$ cat config.mk
export PLATFORM = sky130hd
export DESIGN_NAME = draw_cell_highlight
export DESIGN_NICKNAME = d
export VERILOG_FILES = /design/src/rtl/draw_pkg.sv /design/src/rtl/cell_locator.sv /design/src/rtl/draw_cell_highlight.sv
export SDC_FILE = /design/constraint.sdc
export NUM_CORES = 1
export LEC_CHECK = 0
export ABC_CLOCK_PERIOD_IN_PS = 2210
export BUFFER_PORTS_ARGS = -buffer_cell sky130_fd_sc_hd__buf_2
export CAP_MARGIN = 20
export CORE_MARGIN = 1.5
export CORE_UTILIZATION = 52
export CTS_CLUSTER_SIZE = 12
export DETAILED_ROUTE_END_ITERATION = 12
export GPL_TIMING_DRIVEN = 0
export PLACE_DENSITY = 0.77
export SLEW_MARGIN = 40
export SYNTH_ARGS = -nofsm -noshare
export SYNTH_HDL_FRONTEND = slang
export SYNTH_SLANG_ARGS = --single-unit
export TNS_END_PERCENT = 5
$ cat constraint.sdc
create_clock -name pclk -period 2.21 [get_ports pclk]
set_input_delay 0.1105 -clock pclk [delete_from_list [all_inputs] [get_ports pclk]]
set_output_delay 0.1105 -clock pclk [all_outputs]
set_load 0.03 [all_outputs]
$ cat src/rtl/draw_pkg.sv
// Shared constants, types and helpers for the VGA draw chain.
package draw_pkg;
  localparam int COLOR_W    = 12;
  localparam int CNT_W      = 11;
  localparam int BOARD_W    = 1024;
  localparam int BOARD_H    = 768;
  localparam int DEF_GRID_N = 3;
  localparam int DEF_CELL_W = BOARD_W / DEF_GRID_N;
  localparam int DEF_CELL_H = BOARD_H / DEF_GRID_N;

  typedef struct packed {
    logic [CNT_W-1:0] hcount;
    logic [CNT_W-1:0] vcount;
    logic             hsync;
    logic             vsync;
    logic             hblnk;
    logic             vblnk;
  } vga_timing_t;

  function automatic int clog2(input int value);
    int res;
    res = 0;
    for (int i = 0; i < 31; i++) begin
      if ((1 << i) < value) res = i + 1;
    end
    return res;
  endfunction
endpackage

$ cat src/rtl/cell_locator.sv
// Maps a pixel position onto the board grid: row/col by comparator chain,
// in-grid flag and (optionally) the pixel offset inside its cell.
module cell_locator
  import draw_pkg::*;
#(
  parameter int GRID_N    = DEF_GRID_N,
  parameter int ORIGIN_X  = 0,
  parameter int ORIGIN_Y  = 0,
  parameter int CELL_W    = DEF_CELL_W,
  parameter int CELL_H    = DEF_CELL_H,
  parameter bit OFFSET_EN = 1'b1,
  parameter int RC_W      = (clog2(GRID_N) < 1) ? 1 : clog2(GRID_N)
) (
  input  logic [CNT_W-1:0] hcount,
  input  logic [CNT_W-1:0] vcount,
  output logic [RC_W-1:0]  row,
  output logic [RC_W-1:0]  col,
  output logic             in_grid,
  output logic [CNT_W-1:0] off_x,
  output logic [CNT_W-1:0] off_y
);

  always_comb begin
    int h, v, base_x, base_y;
    h      = int'(hcount);
    v      = int'(vcount);
    row    = '0;
    col    = '0;
    base_x = ORIGIN_X;
    base_y = ORIGIN_Y;
    // Each boundary passed moves the pixel one cell right/down; no divider.
    for (int k = 1; k < GRID_N; k++) begin
      if (h >= ORIGIN_X + k * CELL_W) begin
        col    = RC_W'(k);
        base_x = ORIGIN_X + k * CELL_W;
      end
      if (v >= ORIGIN_Y + k * CELL_H) begin
        row    = RC_W'(k);
        base_y = ORIGIN_Y + k * CELL_H;
      end
    end
    in_grid = (h >= ORIGIN_X) && (h < ORIGIN_X + GRID_N * CELL_W) &&
              (v >= ORIGIN_Y) && (v < ORIGIN_Y + GRID_N * CELL_H);
    off_x   = OFFSET_EN ? CNT_W'(h - base_x) : '0;
    off_y   = OFFSET_EN ? CNT_W'(v - base_y) : '0;
  end

endmodule

$ cat src/rtl/draw_cell_highlight.sv
// Grid-cell highlighter: fills or blinks any subset of board cells, with cell selection
// latched at vblank start. Build macro HL_OUTLINE_EN paints only an OUTLINE_W-pixel cell border.
module draw_cell_highlight
  import draw_pkg::*;
#(
  parameter int GRID_N       = DEF_GRID_N,
  parameter int ORIGIN_X     = 0,
  parameter int ORIGIN_Y     = 0,
  parameter int CELL_W       = DEF_CELL_W,
  parameter int CELL_H       = DEF_CELL_H,
  parameter int BLINK_FRAMES = 30,
  parameter int OUTLINE_W    = 4
) (
  input  logic                       pclk,
  input  logic                       rst,
  input  logic [CNT_W-1:0]           hcount_in,
  input  logic [CNT_W-1:0]           vcount_in,
  input  logic                       hsync_in,
  input  logic                       vsync_in,
  input  logic                       hblnk_in,
  input  logic                       vblnk_in,
  input  logic [COLOR_W-1:0]         rgb_in,
  input  logic                       start_en,
  input  logic                       choice_en,
  input  logic [GRID_N*GRID_N-1:0]   cell_mask,
  input  logic [GRID_N*GRID_N-1:0]   blink_mask,
  input  logic [COLOR_W-1:0]         square_color,
  output logic [CNT_W-1:0]           hcount_out,
  output logic [CNT_W-1:0]           vcount_out,
  output logic                       hsync_out,
  output logic                       vsync_out,
  output logic                       hblnk_out,
  output logic                       vblnk_out,
  output logic [COLOR_W-1:0]         rgb_out,
  output logic                       frame_tick
);

  localparam int CELLS = GRID_N * GRID_N;
  localparam int RC_W  = (clog2(GRID_N) < 1) ? 1 : clog2(GRID_N);
  localparam int IDX_W = (clog2(CELLS) < 1) ? 1 : clog2(CELLS);
  localparam int FC_W  = (clog2(BLINK_FRAMES) < 1) ? 1 : clog2(BLINK_FRAMES);
  localparam logic [FC_W-1:0] FC_LAST = FC_W'(BLINK_FRAMES - 1);
`ifdef HL_OUTLINE_EN
  localparam bit OUTLINE_ON = 1'b1;
`else
  localparam bit OUTLINE_ON = 1'b0;
`endif

  logic [RC_W-1:0]  row, col;
  logic             in_grid;
  logic [CNT_W-1:0] off_x, off_y;
  logic             outline_hit;

  vga_timing_t        tim_p1_d, tim_p1_q, tim_p2_d, tim_p2_q;
  logic [COLOR_W-1:0] rgb_p1_d, rgb_p1_q, color_p1_d, color_p1_q, rgb_p2_d, rgb_p2_q;
  logic [IDX_W-1:0]   idx_p1_d, idx_p1_q;
  logic               paint_p1_d, paint_p1_q;

  logic               vsync_prev_d, vsync_prev_q, vblnk_prev_d, vblnk_prev_q;
  logic [CELLS-1:0]   shadow_cell_d, shadow_cell_q, shadow_blink_d, shadow_blink_q;
  logic               shadow_en_d, shadow_en_q;
  logic [FC_W-1:0]    fcnt_d, fcnt_q;
  logic               phase_d, phase_q;
  logic               frame_tick_d, frame_tick_q;
  logic               vsync_rise, vblnk_rise, en_next, hit;

  cell_locator #(
    .GRID_N    (GRID_N),
    .ORIGIN_X  (ORIGIN_X),
    .ORIGIN_Y  (ORIGIN_Y),
    .CELL_W    (CELL_W),
    .CELL_H    (CELL_H),
    .OFFSET_EN (OUTLINE_ON),
    .RC_W      (RC_W)
  ) u_locator (
    .hcount  (hcount_in),
    .vcount  (vcount_in),
    .row     (row),
    .col     (col),
    .in_grid (in_grid),
    .off_x   (off_x),
    .off_y   (off_y)
  );

`ifdef HL_OUTLINE_EN
  assign outline_hit = (int'(off_x) < OUTLINE_W) || (int'(off_x) >= CELL_W - OUTLINE_W) ||
                       (int'(off_y) < OUTLINE_W) || (int'(off_y) >= CELL_H - OUTLINE_W);
`else
  logic unused_ok;
  assign outline_hit = 1'b1;
  assign unused_ok   = &{1'b0, off_x, off_y, (OUTLINE_W > 0)};
`endif

  // Stage 1: delayed timing, pixel, colour and cell lookup
  always_comb begin
    tim_p1_d   = '{hcount: hcount_in, vcount: vcount_in, hsync: hsync_in,
                   vsync: vsync_in, hblnk: hblnk_in, vblnk: vblnk_in};
    rgb_p1_d   = rgb_in;
    color_p1_d = square_color;
    idx_p1_d   = IDX_W'(int'(row) * GRID_N + int'(col));
    paint_p1_d = in_grid && outline_hit;
  end

  // Frame control: shadow latch on vblank start, blink counter on vsync start
  always_comb begin
    vsync_rise     = vsync_in & ~vsync_prev_q;
    vblnk_rise     = vblnk_in & ~vblnk_prev_q;
    en_next        = start_en & ~choice_en;
    vsync_prev_d   = vsync_in;
    vblnk_prev_d   = vblnk_in;
    shadow_cell_d  = shadow_cell_q;
    shadow_blink_d = shadow_blink_q;
    shadow_en_d    = shadow_en_q;
    fcnt_d         = fcnt_q;
    phase_d        = phase_q;
    frame_tick_d   = vsync_rise;
    if (vblnk_rise) begin
      shadow_cell_d  = cell_mask;
      shadow_blink_d = blink_mask;
      shadow_en_d    = en_next;
    end
    // A fresh enable restarts blinking in the visible phase.
    if (vblnk_rise && en_next && !shadow_en_q) begin
      fcnt_d  = '0;
      phase_d = 1'b0;
    end else if (vsync_rise) begin
      if (fcnt_q == FC_LAST) begin
        fcnt_d  = '0;
        phase_d = ~phase_q;
      end else begin
        fcnt_d = fcnt_q + FC_W'(1);
      end
    end
  end

  // Stage 2: colour selection
  always_comb begin
    hit      = paint_p1_q && shadow_en_q && shadow_cell_q[idx_p1_q] &&
               !(shadow_blink_q[idx_p1_q] && phase_q) &&
               !tim_p1_q.hblnk && !tim_p1_q.vblnk;
    tim_p2_d = tim_p1_q;
    rgb_p2_d = hit ? color_p1_q : rgb_p1_q;
  end

  always_ff @(posedge pclk) begin
    if (rst) begin
      tim_p1_q       <= '0;
      rgb_p1_q       <= '0;
      color_p1_q     <= '0;
      idx_p1_q       <= '0;
      paint_p1_q     <= 1'b0;
      tim_p2_q       <= '0;
      rgb_p2_q       <= '0;
      vsync_prev_q   <= 1'b0;
      vblnk_prev_q   <= 1'b0;
      shadow_cell_q  <= '0;
      shadow_blink_q <= '0;
      shadow_en_q    <= 1'b0;
      fcnt_q         <= '0;
      phase_q        <= 1'b0;
      frame_tick_q   <= 1'b0;
    end else begin
      tim_p1_q       <= tim_p1_d;
      rgb_p1_q       <= rgb_p1_d;
      color_p1_q     <= color_p1_d;
      idx_p1_q       <= idx_p1_d;
      paint_p1_q     <= paint_p1_d;
      tim_p2_q       <= tim_p2_d;
      rgb_p2_q       <= rgb_p2_d;
      vsync_prev_q   <= vsync_prev_d;
      vblnk_prev_q   <= vblnk_prev_d;
      shadow_cell_q  <= shadow_cell_d;
      shadow_blink_q <= shadow_blink_d;
      shadow_en_q    <= shadow_en_d;
      fcnt_q         <= fcnt_d;
      phase_q        <= phase_d;
      frame_tick_q   <= frame_tick_d;
    end
  end

  assign hcount_out = tim_p2_q.hcount;
  assign vcount_out = tim_p2_q.vcount;
  assign hsync_out  = tim_p2_q.hsync;
  assign vsync_out  = tim_p2_q.vsync;
  assign hblnk_out  = tim_p2_q.hblnk;
  assign vblnk_out  = tim_p2_q.vblnk;
  assign rgb_out    = rgb_p2_q;
  assign frame_tick = frame_tick_q;

endmodule

# Word level (Yosys, flattened, before mapping)

Cells that the tools add are included.

Register bits: 119
Input port bits: 72
Output and inout bits: 39
Logic and storage cells: 66

Add/sub/neg operators: 2
$mul: 1
Order comparisons: 7
Eq/ne operators: 1
Mux-type cells: 10
Bitwise gates (word level): 7
Reductions and logical operators: 15

Operators by type and width:

| kind                                                                 | number |
|---|---|
| greater-or-equal comparator 11 x 10 -> 1 bit (second input constant) | 2 |
| greater-or-equal comparator 11 x 9 -> 1 bit (second input constant)  | 2 |
| < comparator 11 x 10 -> 1 bit (second input constant)                | 2 |
| two-way mux 12 bit                                                   | 1 |
| logical AND 1 bit                                                    | 9 |
| binary-select mux 1 bit (select 4 bit)                               | 2 |
| adder 5 x 1 -> 5 bit (second input constant)                         | 1 |
| equality test 5 bit (second input constant)                          | 1 |
| < comparator 4 x 5 -> 1 bit (second input constant)                  | 1 |
| two-way mux 5 bit                                                    | 1 |
| adder 4 x 2 -> 4 bit                                                 | 1 |
| logical NOT 1 bit                                                    | 4 |
| multiplier 2 x 2 -> 4 bit (second input constant)                    | 1 |
| two-way mux 1 bit                                                    | 4 |
| two-way mux 2 bit                                                    | 2 |
| NOT 1 bit                                                            | 4 |
| bitwise AND 1 bit                                                    | 3 |
| AND reduction 2 bit                                                  | 1 |
| OR reduction 2 bit                                                   | 1 |

# Longest topological paths before layout

Gate-level depths: netlist of the first run.

Word-level depth: 8
Depth in mapped cells: 9
Gate-level depth less buffers: 9

# Modules after synthesis

From an unflattened synthesis of the first run, not the netlist that was laid out.

Cell total of the unflattened synthesis: 409
Area, all modules: 4,169.0 sq um

Modules (own cells, without submodules):

| module              | instances | cells each | area an instance (sq um) | seq. area each (sq um) |
|---|---|---|---|---|
| draw_cell_highlight | 1         | 363        | 3,870.0                  | 2,382.3 |
| cell_locator        | 1         | 46         | 299.0                    | 0.0 |

# Worst setup path before layout of the first run

OpenSTA, ideal clock, no wires.

Path kind: in2reg
Start: input hcount_in[1]
End: register idx_p1_q[2]
Library setup time: 0.128 ns
Data arrival time: 1.673 ns
Data required time: 2.082 ns
Path slack: 0.409 ns
Stages: 9
Buffers on the path: 0
Cells stage by stage: o21a_1 > o21a_1 > o21a_1 > o21ai_0 > a21oi_1 > ha_1 > ha_1 > fa_1 > nor2b_1

Word-level cells in the longest chain between the ends: 4
Elaborated cells on any way between the ends: 5
Classes of those cells: add/sub: 1; order compare: 2; mux: 2

RTL lines:

| element                                     | RTL line                   | text |
|---|---|---|
| start: declaration                          | draw_cell_highlight.sv:16  | `input logic [CNT_W-1:0] hcount_in,` |
| greater-or-equal comparator 11 x 9 -> 1 bit | cell_locator.sv:33         | `if (h >= ORIGIN_X + k * CELL_W) begin` |
| two-way mux 1 bit                           | cell_locator.sv:33         |  |
| two-way mux 2 bit (*)                       | cell_locator.sv:33         |  |
| adder 4 x 2 -> 4 bit (*)                    | draw_cell_highlight.sv:100 | `idx_p1_d = IDX_W'(int'(row) * GRID_N + int'(col));` |
| net idx_p1_d[2]                             | draw_cell_highlight.sv:56  | `logic [IDX_W-1:0] idx_p1_d, idx_p1_q;` |
| end signal: assignment                      | draw_cell_highlight.sv:166 | `idx_p1_q <= idx_p1_d;` |
| end: declaration                            | draw_cell_highlight.sv:56  |  |

The timed path passes the listed nets; every way through them passes the cells marked *.
A chain may end at the register's enable or synchronous reset.

# Worst setup path after layout of the first run

Start: input hcount_in[2]
End: register idx_p1_q[2]

The elaborated chain is that of the path after synthesis.

==> results.yml, run 1 <==
routing:
  drtPass1Iterations: 5
  wl_per_cell_um: 15.0
  viasPerCell: 5.08
  drt-initial-drc-count: 174
  drt-total-wl_um: 11200
  drcViolationCount: 0
  vias: 3782
  final_antenna_net_count: 0
worst_hold_path:
  hp-class: "input pin to flop"
  min-delay-start: "start_en"
synth:
  yosysUniqueCellTypes: 42
  synth_cells: 431
  netlist_area_mm2: 0.00430
  synth_enable_flop_cells: 0
  yosysWarnings: 0
  syn-num-nets: 509
  ys_seq_area_share_pct: 55.4
  synth_area_per_cell_um2: 9.98
  synthArstFlopShare_pct: 0
  synth_seq_cells: 119
  synth_flop_cell: "dfxtp_1"
sta:
  drv_slew: 0
  setup_violations: 0
  hold_violations: 0
  rsz0062_at_grt: "no"
  finClkSkew_ns: 0.00760
  worstMarginPinSlew_ns: 0.575
  clock.fmax_ghz: 0.469
  fin_crit_ns: 2.13
  tns_ns: 0
  slew_headroom_pct: 61.7
  fin_crit_sh_pct: 96.5
final_layout:
  drive_above_1_share_pct: 25.1
  post-route-util_pct: 80.2
  syn_to_final_growth_pct: 46.4
  final_nets: 707
clock_tree:
  cts_tree: "built"
  clkLatencyLatePin_ns: 0.51
  clkSlewWorstSetupHoldPaths_ns: 0.05
  root_buffer: "clkbuf_8"
  cts_buffers: 17
  htreeDepth: 4
  cts_buffer_depth: 2
  cts_setup_buffers: 0
  cts.sinks: 119
flow_run:
  maxCapViolations: 0
global_route:
  grt_max_degree: 17
  antenna_found_initial: 1
  grt_pass1_vias: 3785
  overflow: 0
  grtUsageTotal_pct: 26.9
  grt_pass1_wl_um: 17800
worst_setup_path:
  worst-setup-path-type: "input pin to flop"
  max_stage_delay_ns: 0.56
  crit_slowest_cell: "dlygate4sd3_1"
  cp_max_fo: 4
  crit_required_ns: 2.59
  worstSetupStartpoint: "hcount_in[2]"
  end_kind: "flop"
  path_cells: "dlygate4sd3_1, buf_2, o21a_1, o21a_1, o21ai_0, a21oi_1, ha_1, ha_1, fa_1, nor2b_1"
  reg2reg_from: "idx_p1_q[0]"
  crit_arrival_ns: 2.51
  worstSetupStartpointType: "input pin"
power:
  ir_worst_vdd_mv: 0.749
  p_leak_nw: 2.68
  power_density_mw_per_mm2: 912
place:
  hpwlAfterDp_um: 6490
  io_buffers: 109
  gp_congestion: 0.773
die:
  die_h_um: 93.9
  num_rows: 32
  start_util_pct: 54.8
  die_area_mm2: 0.00882
  die_x_um: 93.9
  ios: 111
  core-area_mm2: 0.00785
outcome:
  status: "finished clean"
-- logic make-up (layout without fill, tap and decap cells) --
| kind of cell | Yosys count | in the layout | synth area share [%] |
|---|---|---|---|
| AO/OA/AOI/OAI | 62 | 62 | 10.8 |
| XOR/XNOR | 5 | 5 | 1.02 |
| adder cells (fa/ha/maj) | 6 | 6 | 1.92 |
| buffers and inverters | 33 | 244 | 3.32 |
| flip-flops | 119 | 119 | 55.4 |
| multiplexers | 4 | 4 | 1.63 |
| other | 0 | 1 | 0 |
| AND/OR/NAND/NOR | 202 | 202 | 25.9 |
-- cells in the mapped netlist, drive strengths merged (2+ instances only) --
library cell,instances,area (um^2)
nand2,44,165
nand4,3,18.8
nor2b,94,588
buf,7,45.0
nor3b,12,90.1
a21oi,21,105
ha,5,62.6
a211oi,2,15.0
clkbuf,21,78.8
mux4,2,48.8
o21ai,2,10.0
or2,2,12.5
nor2,12,45.0
xor2,3,26.3
xnor2,2,17.5
o211ai,12,90.1
o31ai,2,15.0
and3,2,17.5
dfxtp,119,2380
o21a,5,37.5
nand3,27,135
a22oi,12,140
o31a,2,17.5
inv,5,18.8
-- sequential cells by signal, summed over array words and instances (netlist names) --
signal,count
color_p1_q,12
fcnt_q,5
frame_tick,1
hblnk_out,1
hcount_out,11
hsync_out,1
idx_p1_q,4
paint_p1_q,1
phase_q,1
rgb_out,12
rgb_p1_q,12
shadow_blink_q,9
shadow_cell_q,9
shadow_en_q,1
tim_p1_q,24
vblnk_out,1
vblnk_prev_q,1
vcount_out,11
vsync_out,1
vsync_prev_q,1
-- layout by cell type, fill, tap and decap left out, drive strengths merged, types with 4 or more instances in the layout --
master	n
o21a	5
nor2b	94
bufinv	4
a21oi	21
ha	5
buf	116
dlygate4sd3	70
nand2	44
o211ai	12
inv	6
a22oi	12
nor2	12
dfxtp	119
nand3	27
clkbuf	42
clkinv	4
nor3b	12
-- worst max-delay path, delay by kind of cell --
kind | cells | cell delay [ns]
AND/OR/NAND/NOR | 1 | 0.14
AO/OA/AOI/OAI | 4 | 0.61
buffers and inverters | 2 | 0.71
adder cells (fa/ha/maj) | 3 | 0.96
-- power breakdown --
part,total [mW],switching (mW),internal (mW)
logic,0.597,0.322,0.275
clock network,2.84,0.948,1.89
registers,2.31,0.0415,2.26
total,5.74,1.31,4.43
-- metal layers --
metal | wire [um] | track usage (%) | up-vias
met5 | 0 | 0 | -
met2 | 5860 | 47.3 | 143
met4 | 292 | 13.2 | 0
met1 | 4520 | 29.8 | 1764
met3 | 524 | 7.52 | 31
li1 | - | - | 1844
-- layout make-up --
type                       count  area, um^2
sequential                   119        2380
multi-input combinational    279        1780
fill                         504        1550
timing repair buffer         179        1250
clock buffer                  21         449
clock inverter                11         171
tap                          102         128
buffer                        28         124
inverter                       5        18.8
antenna                        1        2.50
-- metrics by stage --
| step | std cells | hold slack, ns | setup slack, ns | total power, mW | cell area, um^2 |
|---|---|---|---|---|---|
| after floorplan | 431 | 0.239 | 0.409 | 2.65 | 4300 |
| after global placement | 642 | 0.319 | 0.161 | 2.82 | 4970 |
| after detailed placement | 642 | 0.327 | 0.168 | 2.83 | 4970 |
| after CTS | 744 | 0.0489 | 0.125 | 5.74 | 6290 |
| after global routing | 745 | 0.100 | 0.0402 | 5.93 | 6300 |
| final | 745 | 0.0568 | 0.0778 | 5.74 | 6300 |
-- worst paths after layout --
kind | endpoint | slack (ns) | cells past startpoint
max | idx_p1_q[2] | 0.08 | 10
min | phase_q | 0.06 | 4
max reg2reg | rgb_out[9] | 0.25 | 7
min reg2reg | vcount_out[8] | 0.43 | 1
-- repair_timing --
item	4_1_cts	5_1_grt
gates resized for setup	0	1
endpoints found under the setup margin	0	1
hold buffers	70	0
hold endpoints to repair	71	0
Power figures use the tool's default switching activity.
==> run 2: changes to the inputs <==
--- a/config.mk
+++ b/config.mk
@@ -5,7 +5,7 @@
 export SDC_FILE = /design/constraint.sdc
 export NUM_CORES = 1
 export LEC_CHECK = 0
-export ABC_CLOCK_PERIOD_IN_PS = 2210
+export ABC_CLOCK_PERIOD_IN_PS = 2400
 export BUFFER_PORTS_ARGS = -buffer_cell sky130_fd_sc_hd__buf_2
 export CAP_MARGIN = 20
 export CORE_MARGIN = 1.5
==> constraint.sdc (replaced) <==
create_clock -name pclk -period 2.4 [get_ports pclk]
set_input_delay 0.12 -clock pclk [delete_from_list [all_inputs] [get_ports pclk]]
set_output_delay 0.12 -clock pclk [all_outputs]
set_load 0.03 [all_outputs]
==> results.yml, run 2 (synthesis gave the netlist of run 1 again) <==
outcome:
  status: "finished clean"
final_layout:
  drive_above_1_share_pct: 25.1
  final_common_cell: "dfxtp_1"
  fillers: 504
  final_nets: 707
  syn_to_final_growth_pct: 46.4
  final_cells: 745
  largest_register_ffs: 24
  layout_common_cells: "dfxtp_1 (119), buf_2 (112), nor2b_1 (94)"
  top_register: "tim_p1_q"
global_route:
  grtUsageTotal_pct: 26.9
  grt_pass1_wl_um: 17800
  grt_pass1_vias: 3785
  grt_max_degree: 17
  overflow: 0
  antenna_found_initial: 1
power:
  ir_worst_vdd_mv: 0.689
  p_leak_nw: 2.68
  power_density_mw_per_mm2: 840
  finalPower_mw: 5.29
sta:
  tns_ns: 0
  slew_headroom_pct: 61.7
  whs_ns: 0.0663
  worstMarginPinSlew_ns: 0.575
  rsz0062_at_grt: "no"
  hold_violations: 0
  setup_violations: 0
  clock.fmax_ghz: 0.460
  fin_crit_ns: 2.17
  finClkSkew_ns: 0.00760
  fin_crit_sh_pct: 90.5
  layout_setup_ws_ns: 0.228
  drv_slew: 0
clock_tree:
  clkSlewWorstSetupHoldPaths_ns: 0.05
  clkLatencyLatePin_ns: 0.51
  cts_tree: "built"
  root_buffer: "clkbuf_8"
  cts_buffer_depth: 2
  cts.sinks: 119
  cts_setup_buffers: 0
  htreeDepth: 4
  cts_buffers: 17
routing:
  drt-total-wl_um: 11200
  drcViolationCount: 0
  drtPass1Iterations: 5
  drt-initial-drc-count: 174
  wl_per_cell_um: 15.0
  viasPerCell: 5.08
  final_antenna_net_count: 0
  vias: 3782
worst_setup_path:
  path_cells: "dlygate4sd3_1, buf_2, o21a_1, o21a_1, o21a_1, o21ai_0, a21oi_1, ha_1, ha_1, fa_1, nor2b_1"
  cp_max_fo: 4
  crit_required_ns: 2.78
  path_buf_inv: 2
  crit_family: "adder cells"
  max_stage_delay_ns: 0.54
  end_kind: "flop"
  crit_slowest_cell: "dlygate4sd3_1"
  worstSetupStartpointType: "input pin"
  crit_arrival_ns: 2.55
  path_common_cell: "o21a_1"
  worst-setup-path-type: "input pin to flop"
place:
  io_buffers: 109
  dp_cells: 642
  gp_congestion: 0.773
  dp_worst_setup_slack_ns: 0.348
  hpwlAfterDp_um: 6490
die:
  ios: 111
  die_area_mm2: 0.00882
  core-area_mm2: 0.00785
  die_x_um: 93.9
  num_rows: 32
  die_h_um: 93.9
  start_util_pct: 54.8
flow_run:
  maxCapViolations: 0
worst_hold_path:
  hp-class: "input pin to flop"
## run 2: cell count changes in the layout (fill, tap and decap cells not counted)
cell	previous run	this run
o21ai_0	1	2
o21ai_1	1	0
## run 2: area by class of cell
type | count | area, um^2 | area share [%]
multi-input cells | 279 | 1780 | 28.2
inverters | 5 | 18.8 | 0.298
flip-flops and latches | 119 | 2380 | 37.8
diodes | 1 | 2.50 | 0.0397
clock buffers | 21 | 449 | 7.13
repair buffers | 179 | 1250 | 19.8
plain buffers | 28 | 124 | 1.97
well taps | 102 | 128 | 2.03
clock inverters | 11 | 171 | 2.72
## run 2: metal layers
layer	GRT usage (%)	share of wire [%]	up-vias	routed length, um
met2	47.3	52	143	5860
met5	0	0	-	0
met1	29.8	40	1764	4520
met3	7.52	4.7	31	524
met4	13.2	2.6	0	292
li1	-	-	1844	-
## run 2: path summary, 6_finish.rpt
kind,from,end,slack [ns],cells after the start
worst min-delay path,start_en,phase_q,0.07,4
worst max register to register,idx_p1_q[0],rgb_out[9],0.44,7
worst min register to register,tim_p1_q[12],vcount_out[8],0.43,1
worst max-delay path,hcount_in[1],idx_p1_q[2],0.23,11
## run 2: metrics by stage
step / cell area (um^2) / utilization, %
3_3_place_gp: 4970 / 63.4
5_1_grt: 6300 / 80.2
3_5_place_dp: 4970 / 63.4
2_1_floorplan: 4300 / -
4_1_cts: 6290 / 80.2
6_report: 6300 / 80.2
## run 2: worst register-to-register path, cell delays in order (launching register included)
cell,delay (ns)
dfxtp_1,0.31
buf_6,0.14
and2b_2,0.21
a211oi_1,0.05
o31ai_1,0.45
clkbuf_1,0.44
nand3_1,0.19
nand3_1,0.12
## run 2: report_power, final
| part | internal, mW | leakage [nW] | switching, mW |
|---|---|---|---|
| Combinational | 0.253 | 1.39 | 0.296 |
| Clock | 1.74 | 0.299 | 0.873 |
| Sequential | 2.08 | 0.984 | 0.0383 |
## run 2: what timing repair did
action                    4_1_cts  5_1_grt
hold buffers                   70        0
hold endpoints to repair       71        0
gates resized for setup         0        0
==> run 3: changes to the inputs <==
--- a/config.mk
+++ b/config.mk
@@ -5,6 +5,7 @@
 export SDC_FILE = /design/constraint.sdc
 export NUM_CORES = 1
 export LEC_CHECK = 0
+export ABC_AREA = 1
 export ABC_CLOCK_PERIOD_IN_PS = 2400
 export BUFFER_PORTS_ARGS = -buffer_cell sky130_fd_sc_hd__buf_2
 export CAP_MARGIN = 20
==> results.yml, run 3 <==
worst_setup_path:
  worst-setup-path-type: "input pin to flop"
  worstSetupStartpoint: "hcount_in[1]"
  worstSetupStartpointType: "input pin"
  crit_arrival_ns: 2.41
  reg2reg_slack_ns: 0.62
  reg2reg_from: "vblnk_prev_q"
  end_kind: "flop"
  crit_required_ns: 2.77
  cp_max_fo: 4
sta:
  worstMarginPinSlew_ns: 0.687
  rsz0062_at_grt: "no"
  tns_ns: 0
  layout_setup_ws_ns: 0.355
  fin_crit_sh_pct: 85.2
  hold_violations: 0
  slew_headroom_pct: 53.9
  fin_crit_ns: 2.04
  setup_violations: 0
  finClkSkew_ns: 0.0112
  clock.fmax_ghz: 0.489
  drv_slew: 0
synth:
  synth_top_area_share_pct: 57.1
  netlist_area_mm2: 0.00417
  yosysUniqueCellTypes: 26
  synth_enable_flop_cells: 0
  synth_area_per_cell_um2: 8.04
  synth_most_common_cell: "nor2_1"
  syn-num-nets: 597
  synth_seq_cells: 119
  synth_cells: 519
  synth_flop_cell: "dfxtp_1"
  synthTopCellsByCount: "nor2_1 (142), dfxtp_1 (119), inv_1 (105)"
  yosys-top-cells-area: "dfxtp_1 (57%), nor2_1 (13%), inv_1 (9.4%)"
  synth_top_cell_by_area: "dfxtp_1"
  synthArstFlopShare_pct: 0
  yosysWarnings: 0
  ys_seq_area_share_pct: 57.1
global_route:
  grtUsageTotal_pct: 25.1
  overflow: 0
  grt_max_degree: 17
  grt_pass1_vias: 3894
  antenna_found_initial: 0
  grt_pass1_wl_um: 16600
clock_tree:
  cts_buffer_depth: 2
  htreeDepth: 4
  ctsResizeCount: 0
  clkLatencyLatePin_ns: 0.50
  cts.sinks: 119
  root_buffer: "clkbuf_8"
  cts_tree: "built"
  cts_setup_buffers: 0
  cts_buffers: 17
  clkSlewWorstSetupHoldPaths_ns: 0.05
routing:
  drt-total-wl_um: 10000
  drcViolationCount: 0
  wl_per_cell_um: 12.0
  viasPerCell: 4.52
  drtPass1Iterations: 4
  drt-initial-drc-count: 137
  final_antenna_net_count: 0
  vias: 3752
final_layout:
  syn_to_final_growth_pct: 47.1
  drive_above_1_share_pct: 21.7
  largest_register_ffs: 24
  final_cells: 831
  diodes: 0
  layout_common_cells: "nor2_1 (142), dfxtp_1 (119), buf_2 (111)"
  post-route-util_pct: 79.4
  final_common_cell: "nor2_1"
  final_nets: 796
  top_register: "tim_p1_q"
die:
  die_area_mm2: 0.00857
  die_x_um: 92.6
  ios: 111
  die_h_um: 92.6
  core-area_mm2: 0.00773
  num_rows: 32
  start_util_pct: 54.0
place:
  io_buffers: 110
  dp_worst_setup_slack_ns: 0.435
  gp_congestion: 0.832
  dp_cells: 731
  hpwlAfterDp_um: 5910
outcome:
  status: "finished clean"
worst_hold_path:
  hp-class: "input pin to flop"
  min-delay-start: "rst"
power:
  ir_worst_vdd_mv: 0.548
  power_density_mw_per_mm2: 834
  p_leak_nw: 3.06
flow_run:
  maxCapViolations: 0
## run 3: cell count changes after synthesis, sizes merged, moves of 6 or more
cell    delta
o211ai    -10
nor2     +130
o21ai     +23
nor2b     -94
nor3b     -12
a22oi     -12
nand3      -6
inv      +101
clkbuf     -6
## run 3: final timing paths
kind         cells past startpoint        endpoint
min reg2reg                      2  hcount_out[10]
max reg2reg                      4     shadow_en_q
max                             11     idx_p1_q[2]
min                              5      rgb_out[2]
## run 3: area by class of cell
| class | instances | area, um^2 |
|---|---|---|
| fill | 504 | 1590 |
| clock inverter | 9 | 125 |
| inverter | 106 | 400 |
| clock buffer | 21 | 459 |
| multi-input combinational | 273 | 1270 |
| tap | 102 | 128 |
| sequential | 119 | 2380 |
| buffer | 21 | 114 |
| timing repair buffer | 180 | 1250 |
## run 3: repair_timing
action / 4_1_cts / 5_1_grt
setup endpoints to repair: 0 / 0
hold buffers: 70 / 0
endpoints found under the hold margin: 70 / 0
## run 3: worst max-delay path, stage by stage
cell and delay, ns:
dlygate4sd3_1 0.54, buf_2 0.15, o21ai_0 0.17, a21oi_1 0.08
o21ai_0 0.17, a31oi_1 0.13, ha_1 0.31, ha_1 0.21
fa_1 0.42, inv_1 0.07, nor2_1 0.04
## run 3: kinds of logic (layout without fill, tap and decap cells)
group,count (synthesis),count (layout),synth area share [%]
XOR/XNOR,3,3,0.630
AND/OR/NAND/NOR,213,213,21.6
adder cells (fa/ha/maj),6,6,1.98
buffers and inverters,127,337,12.3
AO/OA/AOI/OAI,51,51,6.39
flip-flops,119,119,57.1
## run 3: metal layers
metal | global-route usage (%) | vias to the layer above | wire length, um
met4 | 12.4 | 0 | 191
met5 | 0 | - | 0
met3 | 6.24 | 21 | 452
met1 | 26.3 | 1686 | 4120
li1 | - | 1938 | -
met2 | 46.1 | 107 | 5250
## run 3: report_power, final
group | switching, mW | internal [mW] | leakage, nW
clock network | 0.816 | 1.64 | 0.285
registers | 0.0402 | 2.08 | 0.985
logic | 0.296 | 0.237 | 1.79
## run 3: metrics by stage
stage          hold WS [ns]  total power, mW  cell area, um^2
3_3_place_gp          0.320             2.58             4850
5_1_grt               0.117             5.30             6130
6_report              0.112             5.11             6130
3_5_place_dp          0.327             2.60             4850
2_1_floorplan         0.227             2.44             4170
4_1_cts              0.0930             5.13             6130
